### src/rtl/scene_pkg.sv
// scene_pkg: game-state encoding, compositor layer indices and per-state layer masks
package scene_pkg;
  typedef enum logic [2:0] {ST_TITLE, ST_READY, ST_CHARGE, ST_JUMP, ST_OVER} state_e;
  localparam int LYR_BG    = 0;
  localparam int LYR_FAR   = 1;
  localparam int LYR_NEAR  = 2;
  localparam int LYR_CHAR  = 3;
  localparam int LYR_TITLE = 4;
  localparam int LYR_OVER  = 5;
  localparam logic [5:0] LAYER_TITLE = 6'h11;
  localparam logic [5:0] LAYER_PLAY  = 6'h0F;
  localparam logic [5:0] LAYER_OVER  = 6'h2F;
  function automatic logic [5:0] layer_of(input state_e s);
    return s == ST_TITLE ? LAYER_TITLE : s == ST_OVER ? LAYER_OVER : LAYER_PLAY;
  endfunction
endpackage

### src/rtl/scene_layer_ctrl_anim_stepper.sv
// anim_stepper: jump animation index, advanced once every FRAMES_PER_STEP enabled frames
module anim_stepper #(
  parameter int ANIM_FRAMES     = 15,
  parameter int FRAMES_PER_STEP = 2
) (
  input  logic       clk,
  input  logic       rst_n,
  input  logic       clr_i,
  input  logic       en_i,
  output logic [3:0] frame_o,
  output logic       done_o
);
  localparam int SW = FRAMES_PER_STEP > 1 ? $clog2(FRAMES_PER_STEP) : 1;
  logic [SW-1:0] step_q, step_d;
  logic [3:0] frame_q, frame_d;
  logic wrap;
  always_comb begin
    wrap = step_q == SW'(FRAMES_PER_STEP - 1);
    done_o = wrap && frame_q == 4'(ANIM_FRAMES - 1);
    step_d = clr_i ? '0 : en_i ? (wrap ? '0 : step_q + 1'b1) : step_q;
    frame_d = clr_i ? '0 : (en_i && wrap && !done_o) ? frame_q + 1'b1 : frame_q;
  end
  always_ff @(posedge clk or negedge rst_n)
    if (!rst_n) begin
      step_q <= '0;
      frame_q <= '0;
    end else begin
      step_q <= step_d;
      frame_q <= frame_d;
    end
  assign frame_o = frame_q;
endmodule

### src/rtl/scene_layer_ctrl.sv
// scene_layer_ctrl: frame-synchronous game-state sequencer selecting compositor layers.
// SCENE_TITLE_BLINK_EN blinks the title layer with a 32-frame period.
module scene_layer_ctrl
  import scene_pkg::*;
#(
  parameter int ANIM_FRAMES     = 15,
  parameter int FRAMES_PER_STEP = 2,
  parameter int CHARGE_W        = 6,
  parameter int CHARGE_MAX      = 63
) (
  input  logic                clk,
  input  logic                rst_n,
  input  logic                frame_start,
  input  logic                key,
  input  logic                land_ok,
  output logic [5:0]          layer_en,
  output logic [3:0]          anim_frame,
  output logic [CHARGE_W-1:0] charge,
  output logic                jump_active,
  output logic                jump_done,
  output logic                score_inc
);
  state_e state_q, state_d;
  logic key_prev_q, press, rel;
  logic [CHARGE_W-1:0] charge_q, charge_d;
  logic [5:0] layer_en_q, layer_en_d;
  logic jump_active_q, jump_done_q, score_inc_q;
  logic anim_done, anim_en, anim_clr, jump_end;
  assign press = key && !key_prev_q;
  assign rel = !key && key_prev_q;
  assign jump_end = frame_start && state_q == ST_JUMP && anim_done;
  assign anim_en = frame_start && state_q == ST_JUMP;
  assign anim_clr = frame_start && (state_d == ST_READY || (state_q == ST_CHARGE && state_d == ST_JUMP));
  always_comb begin
    state_d = state_q;
    charge_d = charge_q;
    if (frame_start)
      case (state_q)
        ST_TITLE, ST_OVER: if (press) begin
          state_d = ST_READY;
          charge_d = '0;
        end
        ST_READY: if (press) begin
          state_d = ST_CHARGE;
          charge_d = CHARGE_W'(1);
        end
        ST_CHARGE:
          if (rel) state_d = ST_JUMP;
          else if (key) charge_d = charge_q == CHARGE_W'(CHARGE_MAX) ? charge_q : charge_q + 1'b1;
        ST_JUMP: if (anim_done) begin
          state_d = land_ok ? ST_READY : ST_OVER;
          charge_d = land_ok ? '0 : charge_q;
        end
        default: state_d = ST_TITLE;
      endcase
  end
`ifdef SCENE_TITLE_BLINK_EN
  logic [4:0] blink_q, blink_d;
  always_comb begin
    blink_d = state_q != ST_TITLE ? '0 : frame_start ? blink_q + 1'b1 : blink_q;
    layer_en_d = layer_of(state_d);
    if (state_d == ST_TITLE) layer_en_d[LYR_TITLE] = blink_d[4];
  end
  always_ff @(posedge clk or negedge rst_n)
    if (!rst_n) blink_q <= '0;
    else blink_q <= blink_d;
`else
  always_comb layer_en_d = layer_of(state_d);
`endif
  always_ff @(posedge clk or negedge rst_n)
    if (!rst_n) begin
      state_q <= ST_TITLE;
      key_prev_q <= 1'b0;
      charge_q <= '0;
      layer_en_q <= LAYER_TITLE;
      jump_active_q <= 1'b0;
      jump_done_q <= 1'b0;
      score_inc_q <= 1'b0;
    end else begin
      jump_done_q <= jump_end;
      score_inc_q <= jump_end && land_ok;
      if (frame_start) begin
        state_q <= state_d;
        key_prev_q <= key;
        charge_q <= charge_d;
        layer_en_q <= layer_en_d;
        jump_active_q <= state_d == ST_JUMP;
      end
    end
  anim_stepper #(.ANIM_FRAMES(ANIM_FRAMES), .FRAMES_PER_STEP(FRAMES_PER_STEP)) u_anim (
    .clk(clk),
    .rst_n(rst_n),
    .clr_i(anim_clr),
    .en_i(anim_en),
    .frame_o(anim_frame),
    .done_o(anim_done)
  );
  assign layer_en = layer_en_q;
  assign charge = charge_q;
  assign jump_active = jump_active_q;
  assign jump_done = jump_done_q;
  assign score_inc = score_inc_q;
endmodule

### config.mk
export PLATFORM = sky130hd
export DESIGN_NAME = scene_layer_ctrl
export DESIGN_NICKNAME = d
export VERILOG_FILES = /design/src/rtl/scene_pkg.sv /design/src/rtl/scene_layer_ctrl_anim_stepper.sv /design/src/rtl/scene_layer_ctrl.sv
export SDC_FILE = /design/constraint.sdc
export NUM_CORES = 1
export LEC_CHECK = 0
export ABC_CLOCK_PERIOD_IN_PS = 2540
export CORE_MARGIN = 2
export CORE_UTILIZATION = 50
export DETAILED_ROUTE_END_ITERATION = 8
export PLACE_DENSITY = 0.76
export SLEW_MARGIN = 0
export SYNTH_ARGS = -nofsm -noshare
export SYNTH_HDL_FRONTEND = slang
export SYNTH_SLANG_ARGS = --single-unit
### constraint.sdc
create_clock -name clk -period 2.54 [get_ports clk]
set_clock_uncertainty 0.15 [all_clocks]
set_input_delay 0.254 -clock clk [delete_from_list [all_inputs] [get_ports clk]]
set_output_delay 0.254 -clock clk [all_outputs]
set_load 0.03 [all_outputs]
==> results of run 1 <==
## per-stage QoR
step                      worst slack [ps]  power (µW)  std cells
final                                  354        1100        180
after global routing                   274        1170        180
after detailed placement               338         940        176
after global placement                 383         922        176
after floorplan                        377         779        130
after CTS                              359        1110        180
## cell families after synthesis
group	Yosys count
AOI/OAI and AO/OA	38
xor gates and xnor gates	4
adders and majority gates	3
buffers and inverters	16
DFF	21
muxes	3
other	1
and+or+nand+nor	44
## worst max-delay path: cells and delay by family, from the launching register on
kind,cells,cell delay [ps]
and+or+nand+nor,2,530
DFF,1,430
AOI/OAI and AO/OA,1,350
muxes,1,340
adders and majority gates,1,180
buffers and inverters,1,110
## registers in the layout (all words and copies together) (netlist names)
register / count
jump_done: 1
charge: 6
u_anim.step_q: 1
u_anim.frame_o: 4
score_inc: 1
state_q: 3
jump_active: 1
key_prev_q: 1
layer_en: 3
## final timing paths
| kind | slack [ps] | end |
|---|---|---|
| setup reg to reg | 350 | charge[0] |
| hold reg to reg | 380 | jump_active |
| max in group asynchronous | 1840 | layer_en[4] |
| min in group clk | 380 | jump_active |
| hold / removal | 120 | layer_en[5] |
| setup / recovery | 350 | charge[0] |
## routing by layer
layer	routed length [µm]	vias up
met5	0	-
met4	29	0
met3	187	4
met2	1490	49
met1	1300	548
li1	-	525
## where the power goes
group	internal (µW)	leakage [µW]	total, µW	switching, µW
clock	61.3	0.0000150	164	103
sequential	392	0.000269	473	80.9
combinational	202	0.000385	461	258
total	655	0.000670	1100	442
## cell usage after synthesis, types with 3 or more instances
cell / n
a21oi_1: 9
a31oi_1: 5
and3_1: 5
buf_4: 5
dfrtp_1: 20
ha_1: 3
inv_1: 7
nand2_1: 3
nand2b_1: 3
nand4_1: 3
nor2_1: 5
nor3_1: 3
o21ai_0: 4
## area by class of cell
type / instances / share of cell area, %
inverter: 7 / 1.63
timing repair buffer: 25 / 15.0
tap: 30 / 2.32
clock buffer: 4 / 1.63
sequential: 21 / 32.6
multi-input combinational: 93 / 46.8
==> flow_summary.json, run 1 <==
{
  "status": "complete, no violations",
  "synth_xor_area_share_pct": 2.55,
  "layout_commonest_cell": "clkdlybuf4s50_1",
  "yosysWarningCount": 0,
  "min_path_type": "input pin to async pin",
  "max_freq_mhz": 457,
  "grt_max_degree": 22,
  "cts_made_buffers": 3,
  "final_cell_mix": "clkdlybuf4s50_1, dfrtp_1, a21oi_1, inv_1",
  "drc": 0,
  "rsz0062_at_grt": "false",
  "synth-edff-count": 0,
  "cp_cell_sequence": "inv_1 -> ha_1 -> nand4_1 -> and2_4 -> a2111oi_4 -> mux2_4",
  "multiInputGateArea_um2": 756,
  "synth.distinct_cells": 56,
  "grt_pass1_vias": 1155,
  "fin_crit_sh_pct": 86.1,
  "cts_resized": 0,
  "maxCapViolCount": 0,
  "fin_setup_tns_ps": 0,
  "power-per-cell-area_nw_per_um2": 679,
  "synth_top_family_by_area": "compound AO/OA/AOI/OAI gates",
  "gp_congestion": 0.908,
  "synth.area.mux_share_pct": 2.65,
  "root_buffer": "clkbuf_4",
  "ir_drop_mv": 0.559,
  "cts_tree": "done",
  "die_w_um": 56.4,
  "dp_hpwl_um": 2200,
  "initial_core_util_pct": 53.9,
  "grt_overflow": 0,
  "wl_um": 3010,
  "synth_area_um2": 1370,
  "ant_nets": 0,
  "tightest_slew_ps": 521,
  "p_leak_uw": 0.000670,
  "die_y_um": 56.4,
  "crit_start": "u_anim.frame_o[0]",
  "die-area_um2": 3180,
  "cts_max_level": 1,
  "worstPathArrival_ps": 2240,
  "holdBufCountCts": 0,
  "syn_inst": 130,
  "post-route-util_pct": 63.5,
  "synth-main-ff-cell": "dfrtp_1",
  "holdWs_ps": 121,
  "synth-async-reset-ratio_pct": 100,
  "crit_path_max_incr_delay_ps": 430,
  "synth-simple-area-share_pct": 22.1,
  "cts_buffer_depth": 2,
  "ioPinCount": 24,
  "grt_pass1_wl_um": 5180,
  "synth_compound_area_share_pct": 24.8,
  "ys_ff_latch": 21,
  "cp-end-kind": "flop",
  "track_usage_pct": 20.1,
  "clkTransAtPathRegs_ps": 120,
  "ys_seq_area_share_pct": 38.4,
  "use_met2_pct": 33.6,
  "worst_path_max_delay_cell": "dfrtp_1",
  "r2r_cells": 6,
  "synthTopCellsByArea": "dfrtp_1, a21oi_1, buf_4",
  "path_class": "flop to flop",
  "setup_viol": 0,
  "antennaDiodeCount": 0,
  "io_buffers": 22,
  "place_area_um2": 1590,
  "synth_fa_ha_area_share_pct": 2.74,
  "synth_area_per_cell_um2": 10.5,
  "finalNetCount": 159,
  "r2r-start": "u_anim.frame_o[0]",
  "busiest_layer": "met2",
  "crit_path_start_kind": "flop",
  "area_delta_synth_final_pct": 17.8,
  "slew_headroom_pct": 65.1,
  "syn_nets": 138,
  "nFillCells": 210,
  "postCtsSetupRepairBufs": 0,
  "dr.pass1.iters": 4,
  "routedWlPerCell_um": 16.7,
  "hold_viol": 0,
  "slew_viol_final": 0,
  "use_met1_pct": 25.8,
  "via_per_inst": 6.26,
  "regArea_um2": 527,
  "fp-row-count": 18,
  "fin_area_um2": 1620,
  "grt_use_met3_pct": 4.15,
  "drive_above_1_share_pct": 16.7,
  "cp_data_required_time_ps": 2590,
  "crit_fanout": 7,
  "vias": 1126,
  "yosysTopAreaCell": "dfrtp_1",
  "synth_top_area_share_pct": 36.5,
  "cts_sinks": 21,
  "drt_iter0_markers": 43,
  "antenna_found_initial": 0,
  "period_needed_ps": 2190,
  "worstSkewPairLatency_ps": 300,
  "core_um2": 2540
}
Power figures use the tool's default switching activity.
==> run 2, diff against run 1 <==
--- a/config.mk
+++ b/config.mk
@@ -8,9 +8,11 @@
 export ABC_CLOCK_PERIOD_IN_PS = 2540
 export CORE_MARGIN = 2
 export CORE_UTILIZATION = 50
+export CTS_BUF_LIST = sky130_fd_sc_hd__clkbuf_2 sky130_fd_sc_hd__clkbuf_4 sky130_fd_sc_hd__clkbuf_8
 export DETAILED_ROUTE_END_ITERATION = 8
-export PLACE_DENSITY = 0.76
+export PLACE_DENSITY = 0.77
 export SLEW_MARGIN = 0
 export SYNTH_ARGS = -nofsm -noshare
 export SYNTH_HDL_FRONTEND = slang
+export SYNTH_HIERARCHICAL = 1
 export SYNTH_SLANG_ARGS = --single-unit
==> run 2 against run 1 <==
Effect of this change: worst setup slack worse by 110 ps; non-clock buffer count stayed put; hold slack better by 12 ps; total power is 13% higher; sequential cell count stayed put; clock power is 2% higher; utilization is 1.2 points lower; die area is 5.4% lower; first-iteration DRC count is 47% lower; sequential share of layout area is 1.8 points higher.
==> flow_summary.json, run 2 <==
{
  "fin_crit_sh_pct": 90.6,
  "synthTopCellsByCount": "dfrtp_1, nor2_1, a21oi_1, inv_1, nand2_1",
  "via_per_inst": 5.71,
  "crit_path_max_incr_delay_ps": 430,
  "holdWs_ps": 132,
  "yosysWarningCount": 6,
  "layout_commonest_cell": "clkdlybuf4s50_1",
  "multiInputGateArea_um2": 666,
  "worstPathArrival_ps": 2330,
  "cts_tree": "done",
  "synth-main-ff-cell": "dfrtp_1",
  "slew_viol_final": 0,
  "cp.depth": 9,
  "synth_area_um2": 1290,
  "cp_cell_sequence": "inv_1 -> ha_1 -> and3_1 -> and2_2 -> and3b_1 -> o21ai_1 -> o2111ai_2 -> a21oi_4 -> a21oi_1",
  "synth-async-reset-ratio_pct": 100,
  "ys_ff_latch": 21,
  "die_y_um": 54.8,
  "slew_headroom_pct": 59.4,
  "fin_ws_ps": 240,
  "antenna_found_initial": 0,
  "root_buffer": "clkbuf_4",
  "cp_data_required_time_ps": 2570,
  "synth_area_per_cell_um2": 10.4,
  "largest_reg_flops": 6,
  "clkTransAtPathRegs_ps": 110,
  "place_ws_ps": 112,
  "cts_sinks": 21,
  "synth_top_area_share_pct": 38.7,
  "r2r_slack_ps": 240,
  "cts_made_buffers": 3,
  "fin_setup_tns_ps": 0,
  "antennaDiodeCount": 0,
  "hold_viol": 0,
  "nFillCells": 209,
  "cts_max_level": 1,
  "status": "complete, no violations",
  "grt_pass1_vias": 875,
  "rsz0062_at_grt": "false",
  "synth.most_common_cell": "dfrtp_1",
  "drc": 0,
  "drive_above_1_share_pct": 16.8,
  "area_delta_synth_final_pct": 18.3,
  "final_cell_mix": "clkdlybuf4s50_1, dfrtp_1, nor2_1, inv_1, nand2_1",
  "syn_inst": 124,
  "crit_path_start_kind": "flop",
  "synthTopCellsByArea": "dfrtp_1, buf_6, mux2i_1",
  "cp-end-kind": "flop",
  "worst_path_max_delay_cell": "dfrtp_1",
  "routedWlPerCell_um": 14.6,
  "min_path_type": "input pin to async pin",
  "wl_um": 2520,
  "syn_nets": 132,
  "gp_congestion": 0.759,
  "yosysTopAreaCell": "dfrtp_1",
  "fin_area_um2": 1530,
  "track_usage_pct": 18.4,
  "worstSkewPairLatency_ps": 290,
  "crit_fanout": 7,
  "post-route-util_pct": 62.3,
  "ant_nets": 0,
  "period_needed_ps": 2300,
  "core_um2": 2450,
  "synth-edff-count": 0,
  "vias": 988,
  "place_area_um2": 1490,
  "path_class": "flop to flop",
  "critical_path.top_delay_family": "simple AND/OR/NAND/NOR gates",
  "io_buffers": 22,
  "ir_drop_mv": 0.683,
  "grt_pass1_wl_um": 3950,
  "fp-row-count": 18,
  "regArea_um2": 527,
  "power-per-cell-area_nw_per_um2": 812,
  "holdBufCountCts": 0,
  "crit_buf_inv": 1,
  "r2r_cells": 9,
  "ioPinCount": 24,
  "cts_buffer_depth": 2,
  "grt_overflow": 0,
  "maxCapViolCount": 0,
  "dp_hpwl_um": 1730,
  "initial_core_util_pct": 52.7,
  "setup_viol": 0,
  "tightest_slew_ps": 608,
  "grt_max_degree": 22,
  "die-area_um2": 3010,
  "dr.pass1.iters": 4,
  "synth.distinct_cells": 48,
  "drt_iter0_markers": 23,
  "finalNetCount": 152,
  "max_freq_mhz": 435,
  "p_leak_uw": 0.000610,
  "die_w_um": 54.8,
  "ys_seq_area_share_pct": 40.8
}
## run 2: changes by cell type after synthesis, sizes merged, moves of 3 or more
cell,delta
and3,-3
nand3b,-3
nor2,+4
a31oi,-4
nand4,-4
a211oi,+3
o21bai,+3
nand3,+3
or3,+4
o21ai,+4
mux2i,+3
or3b,-4
## run 2: final cells by class
cell class | instances | area share (%)
Multi-Input combinational cell | 86 | 43.5
Sequential cell | 21 | 34.5
Timing Repair Buffer | 25 | 15.9
Tap cell | 30 | 2.45
Clock buffer | 4 | 1.96
Inverter | 7 | 1.72
## run 2: path summary, 6_finish.rpt
| check | startpoint | to |
|---|---|---|
| max in group asynchronous | rst_n | layer_en[4] |
| setup / recovery | u_anim/frame_o[0] | u_anim/frame_o[2] |
| hold / removal | rst_n | charge[0] |
| min in group clk | jump_active | jump_active |
| setup reg to reg | u_anim/frame_o[0] | u_anim/frame_o[2] |
| hold reg to reg | jump_active | jump_active |
## run 2: cells by family (layout without fill, tap and decap cells)
| group | after synthesis | in the layout | share of synthesized area (%) |
|---|---|---|---|
| AO/OA/AOI/OAI | 38 | 38 | 25.7 |
| multiplexers | 7 | 7 | 5.71 |
| adder cells (fa/ha/maj) | 3 | 3 | 2.90 |
| flip-flops | 21 | 21 | 40.8 |
| AND/OR/NAND/NOR | 36 | 36 | 15.4 |
| buffers and inverters | 17 | 36 | 8.62 |
| XOR/XNOR | 1 | 1 | 0.678 |
| other | 1 | 1 | 0.290 |
## run 2: worst register-to-register path: cells and delay by family (launching register included)
kind	cells	cell delay, ps
flops	1	430
buf+inv	1	70
fa+ha+maj	1	180
simple gates	3	680
compound gates	4	680
## run 2: through the flow
| stage | total power, µW | instances |
|---|---|---|
| after floorplan | 941 | 124 |
| after CTS | 1240 | 173 |
| after detailed placement | 1070 | 169 |
| after global placement | 1060 | 169 |
| final | 1240 | 173 |
| after global routing | 1320 | 173 |
## run 2: routing by layer
layer  global-route usage [%]  vias up  part of all wire (%)
met5                        0        -                     0
met4                     7.08        0                   1.2
met3                     3.55        6                   3.3
met2                     31.0       18                    47
met1                     23.1      483                    48
li1                         -      481                     -
## run 2: where the power goes
| group | switching, µW | internal (µW) |
|---|---|---|
| clock network | 96.7 | 71.8 |
| logic | 326 | 233 |
| registers | 112 | 403 |
| total | 534 | 708 |
## run 2: timing repair
item | CTS | global route
endpoints found under the setup margin | 0 | 5
endpoints found under the hold margin | 0 | 0
setup buffers | 0 | 0
resized for setup | 0 | 2
==> run 3, diff against run 2 <==
--- a/config.mk
+++ b/config.mk
@@ -6,11 +6,14 @@
 export NUM_CORES = 1
 export LEC_CHECK = 0
 export ABC_CLOCK_PERIOD_IN_PS = 2540
+export CELL_PAD_IN_SITES_DETAIL_PLACEMENT = 1
+export CELL_PAD_IN_SITES_GLOBAL_PLACEMENT = 2
 export CORE_MARGIN = 2
-export CORE_UTILIZATION = 50
+export CORE_UTILIZATION = 34
 export CTS_BUF_LIST = sky130_fd_sc_hd__clkbuf_2 sky130_fd_sc_hd__clkbuf_4 sky130_fd_sc_hd__clkbuf_8
 export DETAILED_ROUTE_END_ITERATION = 8
-export PLACE_DENSITY = 0.77
+export GPL_TIMING_DRIVEN = 0
+export PLACE_DENSITY_LB_ADDON = 0.1
 export SLEW_MARGIN = 0
 export SYNTH_ARGS = -nofsm -noshare
 export SYNTH_HDL_FRONTEND = slang
==> run 3 against run 2 <==
Effect of this change: worst setup slack worse by 31 ps; utilization down 18 points; sequential cell count unchanged; critical path depth up 1; critical path type unchanged.
==> flow_summary.json, run 3 (synthesized netlist as in run 2, its figures left out) <==
{
  "status": "complete, no violations",
  "clkTransAtPathRegs_ps": 80,
  "cts_made_buffers": 3,
  "drt_iter0_markers": 40,
  "crit_path_start_kind": "flop",
  "worstSkewPairLatency_ps": 270,
  "rsz0062_at_grt": "false",
  "routedWlPerCell_um": 14.4,
  "slew_headroom_pct": 32.5,
  "fin_crit_sh_pct": 91.8,
  "fin_setup_tns_ps": 0,
  "grt_max_degree": 22,
  "fp-row-count": 22,
  "antennaDiodeCount": 0,
  "worstPathArrival_ps": 2340,
  "cts_buffer_depth": 2,
  "drive_above_1_share_pct": 22.1,
  "initial_core_util_pct": 35.3,
  "die-area_um2": 4310,
  "io_buffers": 21,
  "ir_drop_mv": 0.435,
  "dp_hpwl_um": 2100,
  "grt_pass1_wl_um": 4990,
  "track_usage_pct": 15.1,
  "min_from": "frame_start",
  "wl_um": 2830,
  "max_freq_mhz": 429,
  "min_path_type": "input pin to flop",
  "ant_nets": 0,
  "slew_viol_final": 0,
  "ioPinCount": 24,
  "fin_area_um2": 1640,
  "dr.pass1.iters": 4,
  "finalNetCount": 158,
  "power-per-cell-area_nw_per_um2": 847,
  "grt_pass1_vias": 1095,
  "period_needed_ps": 2330,
  "cts_tree": "done",
  "place_area_um2": 1560,
  "die_w_um": 65.7,
  "die_y_um": 65.7,
  "cts_max_level": 1,
  "layout_commonest_cell": "clkdlybuf4s50_1",
  "p_leak_uw": 0.000648,
  "crit_fanout": 7,
  "maxCapViolCount": 0,
  "grt_overflow": 0,
  "holdBufCountCts": 0,
  "cp_data_required_time_ps": 2550,
  "antenna_found_initial": 0,
  "hold_viol": 0,
  "final_cell_mix": "clkdlybuf4s50_1, dfrtp_1, nor2_1, inv_1, nand2_1",
  "nFillCells": 424,
  "core_um2": 3660,
  "cp-end-kind": "flop",
  "drc": 0,
  "gp_congestion": 0.716,
  "cts_sinks": 21,
  "holdWs_ps": 187,
  "largest_reg_flops": 6,
  "postCtsSetupRepairBufs": 0,
  "r2r-start": "u_anim/frame_o[0]",
  "via_per_inst": 5.20,
  "post-route-util_pct": 44.7,
  "vias": 1025,
  "area_delta_synth_final_pct": 26.6,
  "place_inst": 193,
  "stdcell_count": 197,
  "tightest_slew_ps": 1010,
  "path_class": "flop to flop",
  "setup_viol": 0,
  "crit_start": "u_anim/frame_o[0]",
  "root_buffer": "clkbuf_8"
}
==> run 3: changes by cell type in the layout (fill, tap and decap cells not counted), sizes merged <==
cell	delta
clkdlybuf4s50	-1
buf	+7
clkinv	+1
clkbuf	-1
==> run 3: repair_timing <==
action                     CTS  global route
hold endpoints to repair     0             0
resized for setup            1             4
setup endpoints to repair    5             5
gates cloned                 0             0
==> run 3: through the flow <==
stage / total power, µW / worst slack, ps
5_1_grt: 1480 / 58.3
3_3_place_gp: 1130 / -29.6
3_5_place_dp: 1140 / -124
2_1_floorplan: 941 / 95.8
4_1_cts: 1380 / 22.7
6_report: 1390 / 209
==> run 3: where the power goes <==
part           switching [µW]  total (µW)  internal, µW
Sequential               60.6         465           404
Clock                     122         232           110
Combinational             400         689           289
==> run 3: routing by layer <==
metal / GRT usage, % / part of all wire (%)
met2: 24.6 / 50
met1: 19.7 / 46
met5: 0 / 0
met4: 6.77 / 1.3
met3: 2.23 / 2.6
==> run 3: cell type report <==
class                           instances  area (µm²)  area share, %
Buffer                                 10        85.1           5.20
Clock buffer                            3        41.3           2.52
Clock inverter                          1        5.00          0.306
Inverter                                7        26.3           1.61
Multi-Input combinational cell         86         681           41.6
Sequential cell                        21         528           32.3
Tap cell                               48        60.1           3.67
Timing Repair Buffer                   21         210           12.8
==> run 3: path summary, 6_finish.rpt <==
kind,to,slack [ps],cells past startpoint
worst min register to register,layer_en[5],350,2
max in group asynchronous,u_anim/frame_o[0],1180,1
min in group asynchronous,charge[2],380,1
worst max-delay path,u_anim/step_q,210,10
worst min-delay path,state_q[0],190,2
worst max register to register,u_anim/step_q,210,10
==> run 3: worst max-delay path, cell delays in order (launching register included) <==
cell	delay, ps
dfrtp_2	410
inv_1	60
ha_1	180
and3_1	180
buf_6	130
and2_2	210
and3b_1	210
o21ai_2	170
o2111ai_4	190
a21oi_4	250
nor2_1	70
